## config.mk

```make
export PLATFORM = sky130hd
export DESIGN_NAME = uart_rx
export DESIGN_NICKNAME = d
export VERILOG_FILES = /design/src/rtl/uart_rx.sv
export SDC_FILE = /design/constraint.sdc
export NUM_CORES = 1
export LEC_CHECK = 0
export BUFFER_PORTS_ARGS = -buffer_cell sky130_fd_sc_hd__buf_2
export CAP_MARGIN = 10
export CORE_MARGIN = 2
export CORE_UTILIZATION = 56
export CTS_CLUSTER_DIAMETER = 120
export CTS_CLUSTER_SIZE = 16
export DETAILED_ROUTE_END_ITERATION = 10
export GPL_TIMING_DRIVEN = 1
export PLACE_DENSITY_LB_ADDON = 0.3
export SLEW_MARGIN = 10
export SYNTH_ARGS = -nofsm -noshare
export SYNTH_HDL_FRONTEND = slang
export SYNTH_SLANG_ARGS = --single-unit
```

## constraint.sdc

```tcl
create_clock -name clk -period 2.45 [get_ports clk]
set_input_delay 0.1225 -clock clk [delete_from_list [all_inputs] [get_ports clk]]
set_output_delay 0.1225 -clock clk [all_outputs]
set_load 0.01 [all_outputs]
```

## src/rtl/uart_rx.sv

```systemverilog
// -----------------------------------------------------------------------------
// uart_rx
//   Asynchronous serial receiver driven by a 16x oversampling tick.
//   It deserialises one frame at a time: a start bit, DBIT data bits sent
//   LSB first, then the stop bit(s). Each bit is sampled at its middle.
//
//   The serial input is first passed through a two-flop synchronizer. Every
//   decision is then made on the synchronized copy, which adds two clocks
//   of latency.
//
// Parameters
//   DBIT     data bits per frame (legal range 5..8)
//   SB_TICK  stop-bit length in oversampling ticks
//            (16 = 1 stop bit, 24 = 1.5 stop bits, 32 = 2 stop bits)
//
// Ports
//   clk           system clock; all logic runs on the rising edge
//   reset_n       asynchronous, active-low reset
//   s_tick        single-cycle oversampling tick, 16 per bit period
//   rx            serial line; idles high; asynchronous to clk
//   dout          last received data word; holds until the next frame
//   rx_done_tick  one-cycle pulse; dout and frame_err are valid with it
//   frame_err     the stop bit was sampled low on the last completed frame
// -----------------------------------------------------------------------------
module uart_rx #(
  parameter int DBIT    = 8,
  parameter int SB_TICK = 16
) (
  input  logic            clk,
  input  logic            reset_n,
  input  logic            s_tick,
  input  logic            rx,
  output logic [DBIT-1:0] dout,
  output logic            rx_done_tick,
  output logic            frame_err
);

  typedef enum logic [1:0] {
    IDLE  = 2'd0,
    START = 2'd1,
    DATA  = 2'd2,
    STOP  = 2'd3
  } state_e;

  // Tick count at the middle of the start bit; the same count that closes
  // each data-bit window; and the count that closes the stop window.
  localparam logic [4:0] START_MID = 5'd7;
  localparam logic [4:0] DATA_MID  = 5'd15;
  localparam logic [4:0] STOP_LAST = 5'(SB_TICK - 1);
  localparam logic [2:0] N_LAST    = 3'(DBIT - 1);

  // ---------------------------------------------------------------------------
  // Input synchronizer. Both flops reset high, which is the idle level of the
  // line, so leaving reset cannot look like a start bit.
  // ---------------------------------------------------------------------------
  logic rx_meta_q;
  logic rx_s_q;

  // NOTE: every clocked block uses non-blocking assignments. Each flop then
  //       samples the value that was present before the edge, so rx_s_q lags
  //       rx_meta_q by a full clock, whatever order the statements are in.
  always_ff @(posedge clk or negedge reset_n) begin
    if (!reset_n) begin
      rx_meta_q <= 1'b1;
      rx_s_q    <= 1'b1;
    end else begin
      rx_meta_q <= rx;
      rx_s_q    <= rx_meta_q;
    end
  end

  // ---------------------------------------------------------------------------
  // Receive FSM with registered outputs.
  // ---------------------------------------------------------------------------
  state_e          state_q;
  logic [4:0]      s_cnt_q;   // oversampling ticks within the current bit
  logic [2:0]      n_q;       // data bits received so far
  logic [DBIT-1:0] shift_q;   // word being assembled, LSB arrives first
  logic [DBIT-1:0] dout_q;
  logic            done_q;
  logic            frame_err_q;

  always_ff @(posedge clk or negedge reset_n) begin
    if (!reset_n) begin
      state_q     <= IDLE;
      s_cnt_q     <= '0;
      n_q         <= '0;
      shift_q     <= '0;
      dout_q      <= '0;
      done_q      <= 1'b0;
      frame_err_q <= 1'b0;
    end else begin
      // The done strobe is high only on the cycle after the closing stop tick.
      done_q <= 1'b0;

      unique case (state_q)
        // Leaving IDLE does not wait for a tick. The tick phase therefore
        // starts at the first low sample of the line, and ticks that arrive
        // while the line is idle are ignored.
        IDLE: begin
          if (!rx_s_q) begin
            state_q <= START;
            s_cnt_q <= '0;
          end
        end

        // Check the middle of the start bit again. A line that has already
        // gone back high was a glitch: drop it without producing any output.
        START: begin
          if (s_tick) begin
            if (s_cnt_q == START_MID) begin
              if (!rx_s_q) begin
                state_q <= DATA;
                s_cnt_q <= '0;
                n_q     <= '0;
              end else begin
                state_q <= IDLE;
              end
            end else begin
              s_cnt_q <= s_cnt_q + 5'd1;
            end
          end
        end

        // Counting starts at the middle of the start bit. Each window of
        // 16 ticks therefore ends in the middle of the next data bit.
        DATA: begin
          if (s_tick) begin
            if (s_cnt_q == DATA_MID) begin
              s_cnt_q <= '0;
              shift_q <= {rx_s_q, shift_q[DBIT-1:1]};
              if (n_q == N_LAST) begin
                state_q <= STOP;
              end else begin
                n_q <= n_q + 3'd1;
              end
            end else begin
              s_cnt_q <= s_cnt_q + 5'd1;
            end
          end
        end

        // The stop level is sampled at the end of its window. The word is
        // published even when framing fails. A line held low (break) then
        // re-enters START from IDLE on the next clock, so it cannot lock up.
        STOP: begin
          if (s_tick) begin
            if (s_cnt_q == STOP_LAST) begin
              state_q     <= IDLE;
              s_cnt_q     <= '0;
              dout_q      <= shift_q;
              frame_err_q <= ~rx_s_q;
              done_q      <= 1'b1;
            end else begin
              s_cnt_q <= s_cnt_q + 5'd1;
            end
          end
        end

        default: state_q <= IDLE;
      endcase
    end
  end

  assign dout         = dout_q;
  assign rx_done_tick = done_q;
  assign frame_err    = frame_err_q;

endmodule
```

==> flow_summary.ini <==
[outcome]
outcome = completed

[sta]
slew_headroom_pct = 57.7
min_period_ps = 2010
finalClockSkew_ps = 5.11
finalSetupViolCount = 0
hold_viol = 0
slew_viol_final = 0
fin_setup_tns_ps = 0
worst_slack_ps = 437
max_freq_mhz = 497
finalCritPeriodShare_pct = 82.2
tightest_slew_ps = 635
rsz0062_at_grt = false

[route]
vias = 843
initialDrtViolationCount = 12
routed_wl_um = 2110
drcViolationCount = 0
avgViaCountPerCell = 5.51
postRouteAntennaNets = 0
wl_per_cell_um = 13.8
first_pass_iters = 4

[synthesis]
syn_inst = 105
ys_async_sr_fraction_pct = 100
ys_types = 31
avgSynthCellArea_um2 = 13.0
synth_most_common_cell = dfrtp_1
ys_ff_latch = 30
syn_area_um2 = 1370
synth_top_area_share_pct = 51.1
netlist_top_cells_count = dfrtp_1 (28), inv_1 (10), mux2_2 (9), mux2_4 (7)
synth_area_leaders = dfrtp_1 (51%), mux2_4 (7.7%), mux2_2 (7.4%)
synth_edf_count = 0
synth_top_area_cell = dfrtp_1
synth_fp_nets = 114
ys_warn_count = 0
synth_flop_cell = dfrtp_1
synth-seq-area-share_pct = 55.0

[power_and_ir_drop]
power_frac_comb_pct = 21.9
power_switching_uw = 400
switching_share_pct = 32.6
peakVddDrop_uv = 636
power_density_nw_per_um2 = 805
internal-power_uw = 829
clkPwrFrac_pct = 25.1
p_leak_uw = 0.000800
seq_power_share_pct = 53.0

[global_routing]
overflow = 0
grt_max_degree = 31
antenna_found_initial = 0
grt_pass1_wl_um = 3650
first_global_vias = 819
grt_usage_pct = 19.4

[setup_path]
required_ps = 2670
worstSetupPathType = flip-flop to flip-flop
startpoint_type = flip-flop
critPathMaxFanout = 11
worstSetupEndpointType = flip-flop
worstPathArrival_ps = 2230

[floorplan]
die_area_um2 = 2860
design.core.area_um2 = 2250
io_pins = 14
die_h_um = 53.5
die_w_um = 53.5
start_util_pct = 60.8
num_rows = 17

[finish]
fin_nets = 133
finalNonFillerCells = 153
nFillCells = 186
layout-drive-gt1-share_pct = 36.0
final_area_um2 = 1530
n_antenna_cell = 0
syn2layout_area_growth_pct = 11.4

[clock_network]
cts.clk_slew.worst_paths_ps = 90
cts_made_buffers = 5
clock_latency_ps = 330
cts_setup_buffers = 0
clockBufferDepth = 2
cts.sinks = 30
cts_tree = yes
cts_root_buf = clkbuf_4
cts-htree-levels = 2

[place]
dp_hpwl_um = 1500
dp_slack_ps = 448
dp.cells = 143
io_buffer_count = 13
gp_congestion = 0.848
placedInstanceArea_um2 = 1440

[job]
drv_cap = 0

[hold_path]
hp-class = input pin to flip-flop
[final cells by class]
| type | instances | area [um^2] | area share, % |
|---|---|---|---|
| sequential | 30 | 753 | 49.3 |
| clock buffer | 6 | 51.3 | 3.36 |
| multi-input combinational | 62 | 552 | 36.1 |
| inverter | 10 | 37.5 | 2.46 |
| tap | 28 | 35.0 | 2.30 |
| timing repair buffer | 15 | 85.1 | 5.57 |
| clock inverter | 2 | 12.5 | 0.820 |
[routing by layer]
layer  up-vias  global-route usage [%]  part of all wire (%)
met2        27                    26.7                    47
met4         0                    12.4                   3.8
met1       399                    23.8                    43
met5         -                       0                     0
met3         9                    9.32                   6.3
li1        408                       -                     -
[per-stage QoR]
step / power, uW / hold slack (ps) / utilization (%)
2_1_floorplan: 871 / -173 / -
3_3_place_gp: 912 / 175 / 64.0
3_5_place_dp: 928 / 182 / 64.0
4_1_cts: 1250 / 126 / 67.7
5_1_grt: 1330 / 152 / 67.7
6_report: 1230 / 143 / 67.7
[registers in the layout (all words and copies together), names as in the netlist, named ones only]
name          count
dout              8
frame_err         1
n_q               3
rx_done_tick      1
rx_meta_q         1
rx_s_q            1
s_cnt_q           5
shift_q           8
state_q           1
[critical path, cell delays in order (launching register included)]
cell	delay, ps
dfrtp_1	410
ha_1	240
nand3_1	120
inv_1	50
ha_1	250
and3_1	210
nand2_2	250
mux2_2	370
[final timing paths]
check,startpoint,end,slack (ps),cells after the start
max,s_cnt_q[0],dout[0],440,7
min,s_tick,s_cnt_q[4],140,2
max reg2reg,s_cnt_q[0],dout[0],440,7
min reg2reg,rx_meta_q,rx_s_q,360,0
max in group asynchronous,reset_n,s_cnt_q[1],1690,2
min in group asynchronous,reset_n,shift_q[3],340,2
[kinds of logic after synthesis]
family	count (synthesis)	synth area share, %
adder cells (fa/ha/maj)	5	4.57
AO/OA/AOI/OAI	18	8.59
AND/OR/NAND/NOR	19	9.22
flip-flops	30	55.0
buffers and inverters	13	4.75
multiplexers	19	17.3
XOR/XNOR	1	0.639
[power by group through the flow]
stage	clock network [uW]	logic, uW	registers (uW)
detailed placement	0	270	658
CTS	324	273	650
finish	308	269	652
floorplan	0	253	619
global placement	0	259	653
global route	348	319	665
[what timing repair did]
item,CTS,global route
resized for setup,0,0
hold buffers,2,0
endpoints found under the hold margin,29,0
[placed cells by master (no fill, tap or decap), types with 2 or more instances in the layout]
| cell type | synthesis | final |
|---|---|---|
| ha_1 | 5 | 5 |
| nand3_1 | 2 | 2 |
| buf_2 | 0 | 13 |
| mux2_2 | 9 | 9 |
| a31oi_1 | 2 | 2 |
| inv_1 | 10 | 10 |
| nand2_1 | 6 | 6 |
| dfrtp_1 | 28 | 28 |
| nand3b_1 | 2 | 2 |
| mux2_4 | 7 | 7 |
| a21oi_1 | 2 | 2 |
| o21ai_2 | 2 | 2 |
| mux2i_1 | 3 | 3 |
| a22o_1 | 2 | 2 |
| dlygate4sd3_1 | 0 | 2 |
| clkbuf_4 | 0 | 5 |
| dfstp_2 | 2 | 2 |
| o21ai_0 | 6 | 6 |
(Power assumes the default switching activity.)
